===== src/rtl/fb_arb_pkg.sv =====
// Shared types and default widths for the frame-buffer SRAM arbiter.
package fb_arb_pkg;

   localparam int FB_ADDR_W = 17;
   localparam int FB_DATA_W = 12;

   typedef enum logic [1:0] {
      GNT_IDLE,
      GNT_DISP,
      GNT_HOST_RD,
      GNT_WR_DRAIN
   } grant_e;

   typedef enum logic [1:0] {
      TAG_NONE,
      TAG_DISP,
      TAG_HOST
   } tag_e;

endpackage


===== src/rtl/fb_wr_fifo.sv =====
// Posted-write FIFO: synchronous, wrap-bit pointers, head entry exposed.
module fb_wr_fifo
   import fb_arb_pkg::*;
#(
   parameter int DEPTH = 4,
   parameter int AW    = FB_ADDR_W,
   parameter int DW    = FB_DATA_W
) (
   input  logic          clk,
   input  logic          rst,
   input  logic          push,
   input  logic [AW-1:0] push_addr,
   input  logic [DW-1:0] push_data,
   input  logic          pop,
   output logic          full,
   output logic          empty,
   output logic [AW-1:0] head_addr,
   output logic [DW-1:0] head_data
);

   localparam int IW = $clog2(DEPTH);
   localparam int PW = IW + 1;

   logic [AW+DW-1:0] mem [DEPTH];
   logic [PW-1:0]    wp;
   logic [PW-1:0]    rp;

   always_ff @(posedge clk or posedge rst) begin
      if (rst) begin
         wp <= '0;
         rp <= '0;
      end else begin
         if (push) wp <= wp + 1'b1;
         if (pop)  rp <= rp + 1'b1;
      end
   end

   // Storage needs no reset: reset empties the FIFO via the pointers.
   always_ff @(posedge clk) begin
      if (push) mem[wp[IW-1:0]] <= {push_addr, push_data};
   end

   assign empty = (wp == rp);
   assign full  = (wp[IW] != rp[IW]) &&
                  (wp[IW-1:0] == rp[IW-1:0]);

   assign {head_addr, head_data} = mem[rp[IW-1:0]];

endmodule


===== src/rtl/fb_sram_arbiter.sv =====
// Frame-buffer SRAM arbiter: display > host read > posted-write drain.
// Optional ARB_STATS_EN adds a saturating host stall counter.
module fb_sram_arbiter
   import fb_arb_pkg::*;
#(
   parameter int ADDR_WIDTH  = FB_ADDR_W,
   parameter int DATA_WIDTH  = FB_DATA_W,
   parameter int WFIFO_DEPTH = 4
) (
   input  logic                  clk,
   input  logic                  rst,
   input  logic                  disp_req,
   input  logic [ADDR_WIDTH-1:0] disp_addr,
   output logic                  disp_rvalid,
   output logic [DATA_WIDTH-1:0] disp_rdata,
   input  logic                  host_wr_valid,
   output logic                  host_wr_ready,
   input  logic [ADDR_WIDTH-1:0] host_wr_addr,
   input  logic [DATA_WIDTH-1:0] host_wr_data,
   input  logic                  host_rd_valid,
   output logic                  host_rd_ready,
   input  logic [ADDR_WIDTH-1:0] host_rd_addr,
   output logic                  host_rd_rvalid,
   output logic [DATA_WIDTH-1:0] host_rd_rdata,
   output logic                  sram_we,
   output logic [ADDR_WIDTH-1:0] sram_addr,
   output logic [DATA_WIDTH-1:0] sram_din,
   input  logic [DATA_WIDTH-1:0] sram_dout
`ifdef ARB_STATS_EN
   ,
   output logic [15:0]           host_stall_cnt,
   input  logic                  stats_clr
`endif
);

   grant_e state_q;
   grant_e state_d;
   tag_e   tag_s1;
   tag_e   tag_s2;

   logic                  full;
   logic                  empty;
   logic                  push;
   logic                  pop;
   logic [ADDR_WIDTH-1:0] head_addr;
   logic [DATA_WIDTH-1:0] head_data;

   fb_wr_fifo #(
      .DEPTH (WFIFO_DEPTH),
      .AW    (ADDR_WIDTH),
      .DW    (DATA_WIDTH)
   ) u_wfifo (
      .clk       (clk),
      .rst       (rst),
      .push      (push),
      .push_addr (host_wr_addr),
      .push_data (host_wr_data),
      .pop       (pop),
      .full      (full),
      .empty     (empty),
      .head_addr (head_addr),
      .head_data (head_data)
   );

   // Host reads wait for an empty FIFO so they always see posted writes.
   always_comb begin
      state_d = GNT_IDLE;
      if (rst)
         state_d = GNT_IDLE;
      else if (disp_req)
         state_d = GNT_DISP;
      else if (host_rd_valid && empty)
         state_d = GNT_HOST_RD;
      else if (!empty)
         state_d = GNT_WR_DRAIN;
   end

   assign host_rd_ready = (state_d == GNT_HOST_RD);
   assign host_wr_ready = !full;
   assign push          = host_wr_valid && !full;
   assign pop           = (state_d == GNT_WR_DRAIN);

   always_ff @(posedge clk or posedge rst) begin
      if (rst) begin
         state_q   <= GNT_IDLE;
         tag_s2    <= TAG_NONE;
         sram_we   <= 1'b0;
         sram_addr <= '0;
         sram_din  <= '0;
      end else begin
         state_q <= state_d;
         tag_s2  <= tag_s1;
         sram_we <= 1'b0;
         unique case (state_d)
            GNT_DISP:     sram_addr <= disp_addr;
            GNT_HOST_RD:  sram_addr <= host_rd_addr;
            GNT_WR_DRAIN: begin
               sram_we   <= 1'b1;
               sram_addr <= head_addr;
               sram_din  <= head_data;
            end
            default: ;
         endcase
      end
   end

   // First tag stage is the registered grant, aligned with sram_addr.
   always_comb begin
      tag_s1 = TAG_NONE;
      unique case (state_q)
         GNT_DISP:    tag_s1 = TAG_DISP;
         GNT_HOST_RD: tag_s1 = TAG_HOST;
         default:     tag_s1 = TAG_NONE;
      endcase
   end

   assign disp_rvalid    = (tag_s2 == TAG_DISP);
   assign host_rd_rvalid = (tag_s2 == TAG_HOST);
   assign disp_rdata     = disp_rvalid    ? sram_dout : '0;
   assign host_rd_rdata  = host_rd_rvalid ? sram_dout : '0;

`ifdef ARB_STATS_EN
   logic stall;

   assign stall = (host_rd_valid && !host_rd_ready) ||
                  (host_wr_valid && !host_wr_ready);

   always_ff @(posedge clk or posedge rst) begin
      if (rst)
         host_stall_cnt <= '0;
      else if (stats_clr)
         host_stall_cnt <= '0;
      else if (stall && host_stall_cnt != 16'hFFFF)
         host_stall_cnt <= host_stall_cnt + 16'd1;
   end
`endif

endmodule


===== config.mk =====
export PLATFORM = sky130hd
export DESIGN_NAME = fb_sram_arbiter
export DESIGN_NICKNAME = d
export VERILOG_FILES = /design/src/rtl/fb_arb_pkg.sv /design/src/rtl/fb_wr_fifo.sv /design/src/rtl/fb_sram_arbiter.sv
export SDC_FILE = /design/constraint.sdc
export NUM_CORES = 1
export LEC_CHECK = 0
export BUFFER_PORTS_ARGS = -buffer_cell sky130_fd_sc_hd__buf_4
export CORE_MARGIN = 2
export CORE_UTILIZATION = 60
export CTS_BUF_LIST = sky130_fd_sc_hd__clkbuf_4
export CTS_CLUSTER_SIZE = 40
export DETAILED_ROUTE_END_ITERATION = 8
export GPL_TIMING_DRIVEN = 0
export PLACE_DENSITY = 0.87
export SLEW_MARGIN = 10
export SYNTH_ARGS = -nofsm -noshare
export SYNTH_HDL_FRONTEND = slang
export SYNTH_SLANG_ARGS = --single-unit
export TNS_END_PERCENT = 100

===== constraint.sdc =====
create_clock -name clk -period 3.81 [get_ports clk]
set_input_delay 0.1905 -clock clk [delete_from_list [all_inputs] [get_ports clk]]
set_output_delay 0.1905 -clock clk [all_outputs]
set_load 0.03 [all_outputs]

==> flow_metrics.tcl <==
set metrics [dict create \
    crit_chain "xnor2_1, a41oi_2, clkbuf_1, nor2_1, a31oi_1, dlygate4sd3_1" \
    clock_skew_ns 0.01750 \
    outcome "finished, final reports clean" \
    final_cells 703 \
    grtUsageTotal_pct 27.60 \
    drtIter0Drc 329 \
    grt_util_met2_pct 48.57 \
    hold_class "in2reg" \
    synthCells 347 \
    mostFrequentLayoutCell "buf_4" \
    peakVddDrop_mv 0.3566 \
    clk_path_buf_depth 2 \
    io_buffers 137 \
    p_per_area_nw_per_um2 704.3 \
    synth_area_um2 6232 \
    yosys_warnings 0 \
    r2r_end "sram_addr[7]" \
    syn_avg_cell_area_um2 17.96 \
    fp-row-count 37 \
    rsz0062_at_grt "no" \
    grt_pass1_wl_um 22620 \
    nets 639 \
    ff2ff_path_depth 6 \
    postCtsSetupBuffers 0 \
    crit_start "u_wfifo.rp[1]" \
    routedWlPerCell_um 20.73 \
    syn_to_final_growth_pct 31.92 \
    numClockSinks 156 \
    die_w_um 105.9 \
    via_per_inst 5.735 \
    grt_util_met1_pct 33.32 \
    drtPass1Iterations 6 \
    n_antenna_cell 0 \
    synth_edf_count 116 \
    grt_pass1_vias 4365 \
    holdPathEnd "sram_addr[12]" \
    start_util_pct 61.19 \
    p_leak_uw 0.003173 \
    period_needed_ns 2.755 \
    gp_congestion 0.7656 \
    antenna_found_initial 0 \
    cp-end-kind "flop" \
    worstReg2RegStart "u_wfifo.rp[1]" \
    synth-seq-cells 156 \
    ys_seq_area_share_pct 71.95 \
    maxCapViolCount 0 \
    wirelength_um 14570 \
    die_area_um2 11220 \
    synth_top_area_share_pct 55.89 \
    numCtsBuffers 17 \
    grt-ovfl-total 0 \
    slowest_delay_ns 0.59 \
    setup_violations 0 \
    num_io_pins 138 \
    min-delay-start "host_rd_addr[12]" \
    drive_gt1_share_pct 38.62 \
    post-route-period-util_pct 72.31 \
    fill_cells 554 \
    critPathMaxFanout 10 \
    yosys-top-cells-area "edfxtp_1 56%, dfrtp_1 16%, mux4_2 10%" \
    grt.busiest_layer "met2" \
    met3_usage_pct 6.009 \
    timing.final.max_slew_violations 0 \
    slew_headroom_pct 44.03 \
    final_cell_mix "137 x buf_4, 116 x edfxtp_1, 50 x dlygate4sd3_1" \
    slowest_stage "dlygate4sd3_1" \
    chipHeight_um 105.9 \
    cp.required_ns 4.23 \
    crit_arrival_ns 3.18 \
    cts-htree-levels 4 \
    yosys.area.top_type "edfxtp_1" \
    setup_tns_ns 0 \
    dp_cells 621 \
    hpwl_um 9076 \
    synth_ff_type "edfxtp_1" \
    max_freq_mhz 363.0 \
    cts_tree "built" \
    hold_depth 3 \
    critPathKind "reg2reg" \
    hold_viol_final 0 \
    clock_latency_ns 0.53 \
    r2r_slack_ns 1.05 \
    drc_errors 0 \
    crit_path_start_kind "flop" \
    core_um2 10180 \
    async_flop_share_pct 25.64 \
    cts_root_buf "clkbuf_4" \
    vias 4032 \
    setup_slack_ns 1.055 \
    path_clk_slew_ns 0.13 \
    ant_nets 0 \
    worst_slew_pin_slew_ns 0.8396 \
    dpl_worst_slack_ns 1.508 \
    yosysUniqueCellTypes 30 \
    grt_max_degree 33 \
    syn_nets 432 \
]
## synthesized netlist by cell type, types with 2 or more instances
master / number
and3_1: 6
xor2_1: 3
nor2_1: 20
inv_1: 3
and2_1: 24
mux4_2: 29
nand2_1: 2
dfrtp_1: 40
clkbuf_1: 10
o21ai_0: 16
buf_6: 2
mux2_2: 7
nor2b_1: 4
a22oi_1: 17
a31oi_1: 17
mux2_1: 7
edfxtp_1: 116
xnor2_1: 4
buf_2: 5
ha_1: 5
## worst max-delay path, delay by kind of cell, from the launching register on
kind | cells | cell delay, ns
xor gates and xnor gates | 1 | 0.54
and+or+nand+nor | 1 | 0.21
buffers and inverters | 2 | 0.97
DFF | 1 | 0.47
AOI/OAI and AO/OA | 2 | 0.46
## metal layers
| layer | part of all wire (%) | vias up | wire, µm |
|---|---|---|---|
| li1 | - | 1778 | - |
| met1 | 37 | 2029 | 5411 |
| met2 | 54 | 193 | 7896 |
| met3 | 6.1 | 32 | 892 |
| met4 | 2.5 | 0 | 370 |
| met5 | 0 | - | 0 |
## worst max-delay path by stage
stage	end	slack, ns	cells past startpoint
floorplan	u_wfifo.wp[2]	1.39	4
global placement	sram_addr[6]	0.84	3
detailed placement	u_wfifo.wp[2]	1.51	4
CTS	sram_addr[7]	1.12	6
global route	sram_addr[7]	0.88	6
finish	sram_addr[7]	1.05	6
## through the flow
stage                     hold slack (ns)  utilization [%]  total power [µW]  cell area (µm²)
after global placement             0.3889            72.96              4714             7431
after CTS                        0.001145            80.63              5796             8212
after detailed placement           0.3933            73.22              4814             7457
after floorplan                    0.2569                -              4033             6232
after global routing              0.01169            80.72              6058             8222
final                             0.01356            80.72              5791             8222
## flip-flops by register name, summed over array words and instances (netlist names)
name,flops
sram_we,1
sram_addr,17
state_q,2
sram_din,12
u_wfifo.mem,116
u_wfifo.wp,3
tag_s2,2
u_wfifo.rp,3
## power breakdown
part           internal (µW)  switching, µW  leakage, µW
clock network            384            551     0.000134
registers               2340            203      0.00153
logic                    995           1310      0.00151
total                   3720           2070      0.00317
## area by class of cell
type                            instances  area (µm²)  area share, %
Clock buffer                           18       135.1          1.644
Timing Repair Buffer                  188        1549          18.84
Sequential cell                       156        4484          54.54
Clock inverter                         14       128.9          1.567
Inverter                                4       15.01         0.1826
Tap cell                              136       170.2          2.070
Buffer                                 18       91.34          1.111
Multi-Input combinational cell        169        1648          20.04
## kinds of logic (layout without fill, tap and decap cells)
family,Yosys count,count (layout),share of synthesized area [%]
buf+inv,22,242,1.686
xor+xnor,8,8,1.245
fa+ha+maj,5,5,1.004
flops,156,156,71.95
compound gates,55,55,6.123
simple gates,58,58,4.979
mux,43,43,13.01
## repair_timing
action / CTS / global route
gates resized for setup: 0 / 0
setup endpoints to repair: 0 / 0
hold buffers: 49 / 1
hold endpoints to repair: 143 / 1
Power figures use the tool's default switching activity.
